`src/rtl/serial_adder_if.sv`:
```
// Operand/result bundle for the bit-serial adder.
// Handshake: a start is taken on a rising edge only when start=1 and ready=1;
// a/b/cin are captured on that same edge. done is a one-cycle pulse, and
// sum/cout are valid from the done cycle until the next operation completes.
interface serial_adder_if #(
    parameter int WIDTH = 4
) ();
    logic             start;
    logic [WIDTH-1:0] a;
    logic [WIDTH-1:0] b;
    logic             cin;
    logic             ready;
    logic             busy;
    logic             done;
    logic [WIDTH-1:0] sum;
    logic             cout;

    // Requester side: drives operands and start, observes status and result.
    modport master (
        output start, a, b, cin,
        input  ready, busy, done, sum, cout
    );

    // Adder side: consumes operands, drives status and result.
    modport slave (
        input  start, a, b, cin,
        output ready, busy, done, sum, cout
    );
endinterface

```
`src/rtl/serial_adder.sv`:
```
// Bit-serial adder: {cout, sum} = a + b + cin computed LSB first over WIDTH
// cycles through one full-adder cell and a carry flip-flop. Subtraction is
// a + ~b + 1. The FSM state is exposed on dbg_state_o for checkers.
module serial_adder #(
    parameter int WIDTH = 4
) (
    input  logic                 clk,
    input  logic                 rst_n,
    serial_adder_if.slave        bus_if,
    output logic [1:0]           dbg_state_o
);

    // Counter holds bit index 0..WIDTH-1; clog2(WIDTH) bits reach WIDTH-1
    // without wrapping before the last bit is processed.
    localparam int CW = $clog2(WIDTH);
    localparam logic [CW-1:0] LAST_BIT = CW'(WIDTH - 1);

    typedef enum logic [1:0] {
        S_IDLE  = 2'd0,
        S_SHIFT = 2'd1,
        S_DONE  = 2'd2
    } state_t;

    state_t           state_q, state_d;
    logic [WIDTH-1:0] a_sh_q, a_sh_d;
    logic [WIDTH-1:0] b_sh_q, b_sh_d;
    logic [WIDTH-1:0] res_q, res_d;
    logic [CW-1:0]    cnt_q, cnt_d;
    logic             carry_q, carry_d;
    logic [WIDTH-1:0] sum_q, sum_d;
    logic             cout_q, cout_d;

    logic             ready_w;
    logic             accept_w;
    logic             s_bit_w;
    logic             c_next_w;
    logic [WIDTH-1:0] res_next_w;

    // Full-adder cell on the current LSBs and the carry flip-flop.
    always_comb begin
        s_bit_w    = a_sh_q[0] ^ b_sh_q[0] ^ carry_q;
        c_next_w   = (a_sh_q[0] & b_sh_q[0]) | (a_sh_q[0] & carry_q) |
                     (b_sh_q[0] & carry_q);
        res_next_w = {s_bit_w, res_q[WIDTH-1:1]};
    end

    // A new operation may be accepted in IDLE and, back-to-back, in DONE.
    always_comb begin
        ready_w  = (state_q == S_IDLE) || (state_q == S_DONE);
        accept_w = ready_w && bus_if.start;
    end

    // Next-state and datapath control; every target holds by default.
    always_comb begin
        state_d = state_q;
        a_sh_d  = a_sh_q;
        b_sh_d  = b_sh_q;
        res_d   = res_q;
        cnt_d   = cnt_q;
        carry_d = carry_q;
        sum_d   = sum_q;
        cout_d  = cout_q;

        case (state_q)
            S_IDLE, S_DONE: begin
                if (accept_w) begin
                    // Capture operands; cin seeds the carry flip-flop.
                    a_sh_d  = bus_if.a;
                    b_sh_d  = bus_if.b;
                    carry_d = bus_if.cin;
                    res_d   = '0;
                    cnt_d   = '0;
                    state_d = S_SHIFT;
                end else begin
                    state_d = S_IDLE;
                end
            end
            S_SHIFT: begin
                // One bit per edge: result fills from the MSB side so the
                // LSB lands in bit 0 after WIDTH shifts.
                a_sh_d  = a_sh_q >> 1;
                b_sh_d  = b_sh_q >> 1;
                res_d   = res_next_w;
                carry_d = c_next_w;
                cnt_d   = cnt_q + CW'(1);
                if (cnt_q == LAST_BIT) begin
                    // Result registers change only on the completion edge.
                    sum_d   = res_next_w;
                    cout_d  = c_next_w;
                    state_d = S_DONE;
                end
            end
            default: begin
                state_d = S_IDLE;
            end
        endcase
    end

    // State and datapath registers with synchronous active-low reset.
    always_ff @(posedge clk) begin
        if (!rst_n) begin
            state_q <= S_IDLE;
            a_sh_q  <= '0;
            b_sh_q  <= '0;
            res_q   <= '0;
            cnt_q   <= '0;
            carry_q <= 1'b0;
            sum_q   <= '0;
            cout_q  <= 1'b0;
        end else begin
            state_q <= state_d;
            a_sh_q  <= a_sh_d;
            b_sh_q  <= b_sh_d;
            res_q   <= res_d;
            cnt_q   <= cnt_d;
            carry_q <= carry_d;
            sum_q   <= sum_d;
            cout_q  <= cout_d;
        end
    end

    // Status decoded from state; result driven straight from registers.
    assign bus_if.ready = ready_w;
    assign bus_if.busy  = (state_q == S_SHIFT);
    assign bus_if.done  = (state_q == S_DONE);
    assign bus_if.sum   = sum_q;
    assign bus_if.cout  = cout_q;
    assign dbg_state_o  = state_q;

endmodule

```
`src/flat_wrapper.sv`:
```
// flat-port wrapper written by rule: the top's interface ports become plain ports
module serial_adder_flat 
#(
    parameter int WIDTH = 4
)
  (clk, rst_n, dbg_state_o, bus_if_start, bus_if_a, bus_if_b, bus_if_cin, bus_if_ready, bus_if_busy, bus_if_done, bus_if_sum, bus_if_cout);
  serial_adder_if #(.WIDTH(WIDTH)) bus_if_i ();
  input  logic clk;
  input  logic rst_n;
  output logic [1:0] dbg_state_o;
  input wire logic [$bits(bus_if_i.start)-1:0] bus_if_start;
  input wire logic [$bits(bus_if_i.a)-1:0] bus_if_a;
  input wire logic [$bits(bus_if_i.b)-1:0] bus_if_b;
  input wire logic [$bits(bus_if_i.cin)-1:0] bus_if_cin;
  output wire logic [$bits(bus_if_i.ready)-1:0] bus_if_ready;
  output wire logic [$bits(bus_if_i.busy)-1:0] bus_if_busy;
  output wire logic [$bits(bus_if_i.done)-1:0] bus_if_done;
  output wire logic [$bits(bus_if_i.sum)-1:0] bus_if_sum;
  output wire logic [$bits(bus_if_i.cout)-1:0] bus_if_cout;
  assign bus_if_i.start = bus_if_start;
  assign bus_if_i.a = bus_if_a;
  assign bus_if_i.b = bus_if_b;
  assign bus_if_i.cin = bus_if_cin;
  assign bus_if_ready = bus_if_i.ready;
  assign bus_if_busy = bus_if_i.busy;
  assign bus_if_done = bus_if_i.done;
  assign bus_if_sum = bus_if_i.sum;
  assign bus_if_cout = bus_if_i.cout;
  serial_adder #(.WIDTH(WIDTH)) u_core (.clk(clk), .rst_n(rst_n), .bus_if(bus_if_i), .dbg_state_o(dbg_state_o));
endmodule
```
`config.mk`:
```
export PLATFORM = sky130hd
export DESIGN_NAME = serial_adder_flat
export DESIGN_NICKNAME = d
export VERILOG_FILES = /design/src/rtl/serial_adder_if.sv /design/src/rtl/serial_adder.sv /design/src/flat_wrapper.sv
export SDC_FILE = /design/constraint.sdc
export NUM_CORES = 1
export LEC_CHECK = 0
export CAP_MARGIN = 40
export CORE_MARGIN = 10
export CORE_UTILIZATION = 53
export CTS_BUF_LIST = sky130_fd_sc_hd__clkbuf_8
export CTS_CLUSTER_DIAMETER = 30
export CTS_CLUSTER_SIZE = 10
export DETAILED_ROUTE_END_ITERATION = 8
export DONT_BUFFER_PORTS = 1
export GPL_ROUTABILITY_DRIVEN = 0
export GPL_TIMING_DRIVEN = 0
export PLACE_DENSITY = 0.71
export REMOVE_ABC_BUFFERS = 1
export SETUP_SLACK_MARGIN = 0.02
export SLEW_MARGIN = 10
export SYNTH_ARGS = -nofsm -noshare
export SYNTH_HDL_FRONTEND = slang
export SYNTH_SLANG_ARGS = --single-unit
```
`constraint.sdc`:
```
create_clock -name clk -period 2.2 [get_ports clk]
set_input_delay 0.44 -clock clk [delete_from_list [all_inputs] [get_ports clk]]
set_output_delay 0.44 -clock clk [all_outputs]
set_load 0.02 [all_outputs]
```
Yosys cells after proc, flatten, opt, wreduce, memory -nomap -nowiden:

Cells that the tools add are included.

* add/subtract/negate cells: 1
* equality and inequality tests: 5
* multiplexer cells: 13
* bitwise logic cells: 7
* reduce and logical (&&, ||, !) cells: 7

Operators with widths (count)
* 4-bit case mux with 2 select lines: 3
* 4-bit 2-to-1 mux: 3
* 2-bit case mux with 2 select lines: 2
* 2-bit equality test, second input constant: 2
* 2-bit 2-to-1 mux: 2
* 2-bit by 1-bit inequality test with 1-bit output, second input constant: 2
* 2-bit AND reduction: 2
* 1-bit bitwise AND: 3
* 2-bit by 1-bit adder with 2-bit output, second input constant: 1
* 2-bit by 1-bit equality test with 1-bit output, second input constant: 1
* 2-bit logical NOT: 1
* 1-bit 2-to-1 mux: 2
* 1-bit OR: 2
* 1-bit case mux with 2 select lines: 1
* 2-bit nonzero test: 1
* 2-bit OR reduction: 1
* 1-bit bitwise XOR: 2
* 1-bit logical AND: 1
* 1-bit logical OR: 1

* flip-flop bits (word level): 22
* input port bits: 12
* logic and storage cells: 41

Depth between registers and ports, before layout:

* depth in word-level cells: 5
* mapped depth: 5

Least setup slack after synthesis:

No wires, ideal clock.

* path kind: flip-flop to output port
* start: reg u_core.state_q[0] (netlist: u_core.dbg_state_o[0])
* end: out bus_if_busy
* arrival: 855 ps
* data required time: 1760 ps
* slack: 905 ps
* stages on the path, launching flop included: 4
* path buffers: 1
* cell sequence: dfxtp_1 > nand2b_2 > inv_2 > buf_6

* cells in the longest elaborated chain, start to end: 1

Ends and longest elaborated chain
* start: declaration: line serial_adder.sv:24 `state_t state_q, state_d;`
* start signal: assignment: line serial_adder.sv:111 `state_q <= state_d;`
* 2-bit by 1-bit equality test with 1-bit output: line serial_adder.sv:124 `assign bus_if.busy = (state_q == S_SHIFT);`
* end: declaration: line flat_wrapper.sv:16 `output wire logic [$bits(bus_if_i.busy)-1:0] bus_if_busy;`

No other way between the ends.

Worst setup path after layout:

Same ends and word-level chain as after synthesis.

==> impl_results.md <==
* Switching Share at 0.248
* Dpl hpwl at between 1000 and 1500 um
* Clk root buf: clkbuf_8
* Worst VDD drop at around 0.45 mV
* Data arrival time of the critical path at 1490 ps
* # rows at 14
* CTS tree: yes
* Top Usage Layer GRT: met2
* Pwr Total at approximately 0.73 mW
* Max Clock Skew at about 2.4 ps
* Met3 Use GR at 0.0453
* N_diodes at 0
* Kind of critical path: register to output port
* Met2 usage at 0.161
* Slowest stage delay, CP at about 570 ps
* WL final at approximately 1700 um
* Drt first pass iters at 3
* Period Utilization, post-route at 0.877
* Max cap viols at 0
* Largest net degree at the start of global routing at 25
* Slowest CP cell: dfxtp_1
* Critical Path Start Type: register
* Post-CTS Setup Inserts at 0
* Cell Area, Synth at around 890 um^2
* Final hold vios at 0
* Crit Path Max Fanout at 24
* RSZ-0062 raised after global routing: false
* Post-Place Cells at about 110
* Relative slew slack at 0.603
* Critical Path RT at 1760 ps
* Net count, final at approximately 120
* Post-Synth Adder-Cell Area at 0.0364
* Power share of the clock group at 0.333
* Fin crit period at just under 2000 ps
* Grt total ovfl at 0
* Total track usage at 0.102
* Clk sinks at 21
* Post-Synth XOR/XNOR Area at 0
* Simple-Gate Fraction of Synth Area at 0.239
* Final instance area at 913 um^2
* Synth Warn # at 0
* Largest family of logic cells by synthesized area: simple AND/OR/NAND/NOR gates
* Max Clock Freq at just over 0.5 GHz
* Number of CTS-inserted buffers at 3
* Min-delay worst type: primary input to register
* Combinational share of power at 0.099
* Compound-gate portion of the synthesized area at 0.195
* Status: complete, no violations
* Met1 track demand over resource at 0.107
* Initial antenna violation count at 0
* Sequential power share at 0.568
* Clk Latency, worst-skew pair at 260 ps
* Number of global-route vias before repair at ~650
* Most frequent cells in the layout: nand2_1, dfxtp_1, nand3_1
* Post-synthesis mux area share at 0
* Width of the die at around 61 um
* Setup crit end kind: output port
* Design internal power at 0.552 mW
* Post_cts resized at 0
* Unique masters post-synth at 23
* Post-DRT Antenna Nets at 0
* Register area share after synthesis at 0.471
* Final Max Tran Viols at 0
* Switching power total at 0.182 mW
* Commonest non-fill, non-tap cell in the layout: nand2_1
* Min Hold Slack at 299 ps
* Worst path cell trace: nand2b_2, inv_2
* Fin Setup TNS at 0 ps
* Drt wl/cell at about 14 um
* H-tree depth at 1
* Post-Syn Instances at 104
* Share of layout cells above drive strength 1 at 0.0594
* First-pass GRT wire length at 2930 um
* IO buf count at 0
* Pleak at about 0.34 nW
* PwrDens at about 800 nW/um^2
* Setup violations, final at 0
* Tightest Pin Transition at 594 ps
* Starting Density at 0.580
* Post-Layout Cell Count at 117
* Hold Buf Count CTS at 0
* Clk pin slew, worst setup/hold paths at about 70 ps
* Yosys reg bits at 21
* Core Area at between 1500 and 2000 um^2
* DRC at 0
* Cell family with most CP delay: flip-flops
* I/O pin count at 22
* Syn_area_per_cell at 8.59 um^2
* Die H at approximately 61 um
* Total die area at between 3000 and 4000 um^2
* CTS Buffer Depth at 2
* Via-to-Cell Ratio at around 5.7
* Worst Path Buf+Inv at 1
* Placed inst area at a little under 900 um^2
* Area growth, synth to finish at 2.24%
* Vias at around 670
* Initial drt markers at 8
==> logic make-up after synthesis <==
group,Yosys count
adder cells (fa/ha/maj),2
AND/OR/NAND/NOR,45
flip-flops,21
buffers and inverters,9
AO/OA/AOI/OAI,27
==> stage by stage <==
stage / setup slack (ps) / util
finish: 270 / 0.593
global placement: 547 / 0.563
floorplan: 740 / -
detailed placement: 532 / 0.563
CTS: 244 / 0.593
global route: 151 / 0.593
==> final timing paths <==
path                          from              endpoint  slack [ps]  depth (start not counted)
max          u_core.dbg_state_o[0]           bus_if_busy         270                          2
min                          rst_n       u_core.cnt_q[0]         300                          1
max reg2reg  u_core.dbg_state_o[0]  u_core.bus_if.sum[0]         650                          4
min reg2reg       u_core.a_sh_q[3]      u_core.a_sh_q[3]         470                          2
==> synthesized netlist by cell type (all sizes together) <==
library cell,number,area share
fa,1,0.022
and3,2,0.014
dfxtp,21,0.47
nand3,11,0.062
nand2,25,0.11
clkbuf,3,0.014
a21boi,11,0.092
o21ai,8,0.045
a31oi,7,0.049
nand3b,1,0.0084
ha,1,0.014
nor2b,2,0.014
o21a,1,0.0084
nand2b,2,0.025
inv,2,0.0084
and2,1,0.0070
nor2,1,0.0042
buf,4,0.036
==> cell type report <==
cell class	instances	area, um^2
Inverter	2	7.51
Sequential cell	21	420
Fill cell	156	628
Clock buffer	3	41.3
Tap cell	16	20.0
Multi-Input combinational cell	74	420
Clock inverter	1	3.75
==> state kept, by name, summed over array words and instances (netlist names) <==
register	cells
u_core.cnt_q	2
u_core.bus_if.cout	1
u_core.bus_if.sum	4
u_core.res_q	3
u_core.dbg_state_o	2
u_core.carry_q	1
u_core.b_sh_q	4
u_core.a_sh_q	4
==> worst register-to-register path, stage by stage, from the launching register on <==
cell and delay, ps:
dfxtp_1 570, nand2b_2 340, inv_2 320, nand3_1 110, a21boi_0 140
==> metal layers <==
| layer | up-vias | wire length (um) |
|---|---|---|
| met5 | - | 0 |
| met4 | 0 | 34 |
| met3 | 4 | 154 |
| met2 | 15 | 794 |
| met1 | 300 | 689 |
| li1 | 348 | - |
==> power groups by stage <==
stage	Clock (mW)	Sequential (mW)	Combinational, mW
global placement	0	0.425	0.0717
floorplan	0	0.422	0.0605
finish	0.245	0.417	0.0724
CTS	0.250	0.417	0.0737
global route	0.269	0.419	0.0846
detailed placement	0	0.426	0.0734
Power figures use the tool's default switching activity.
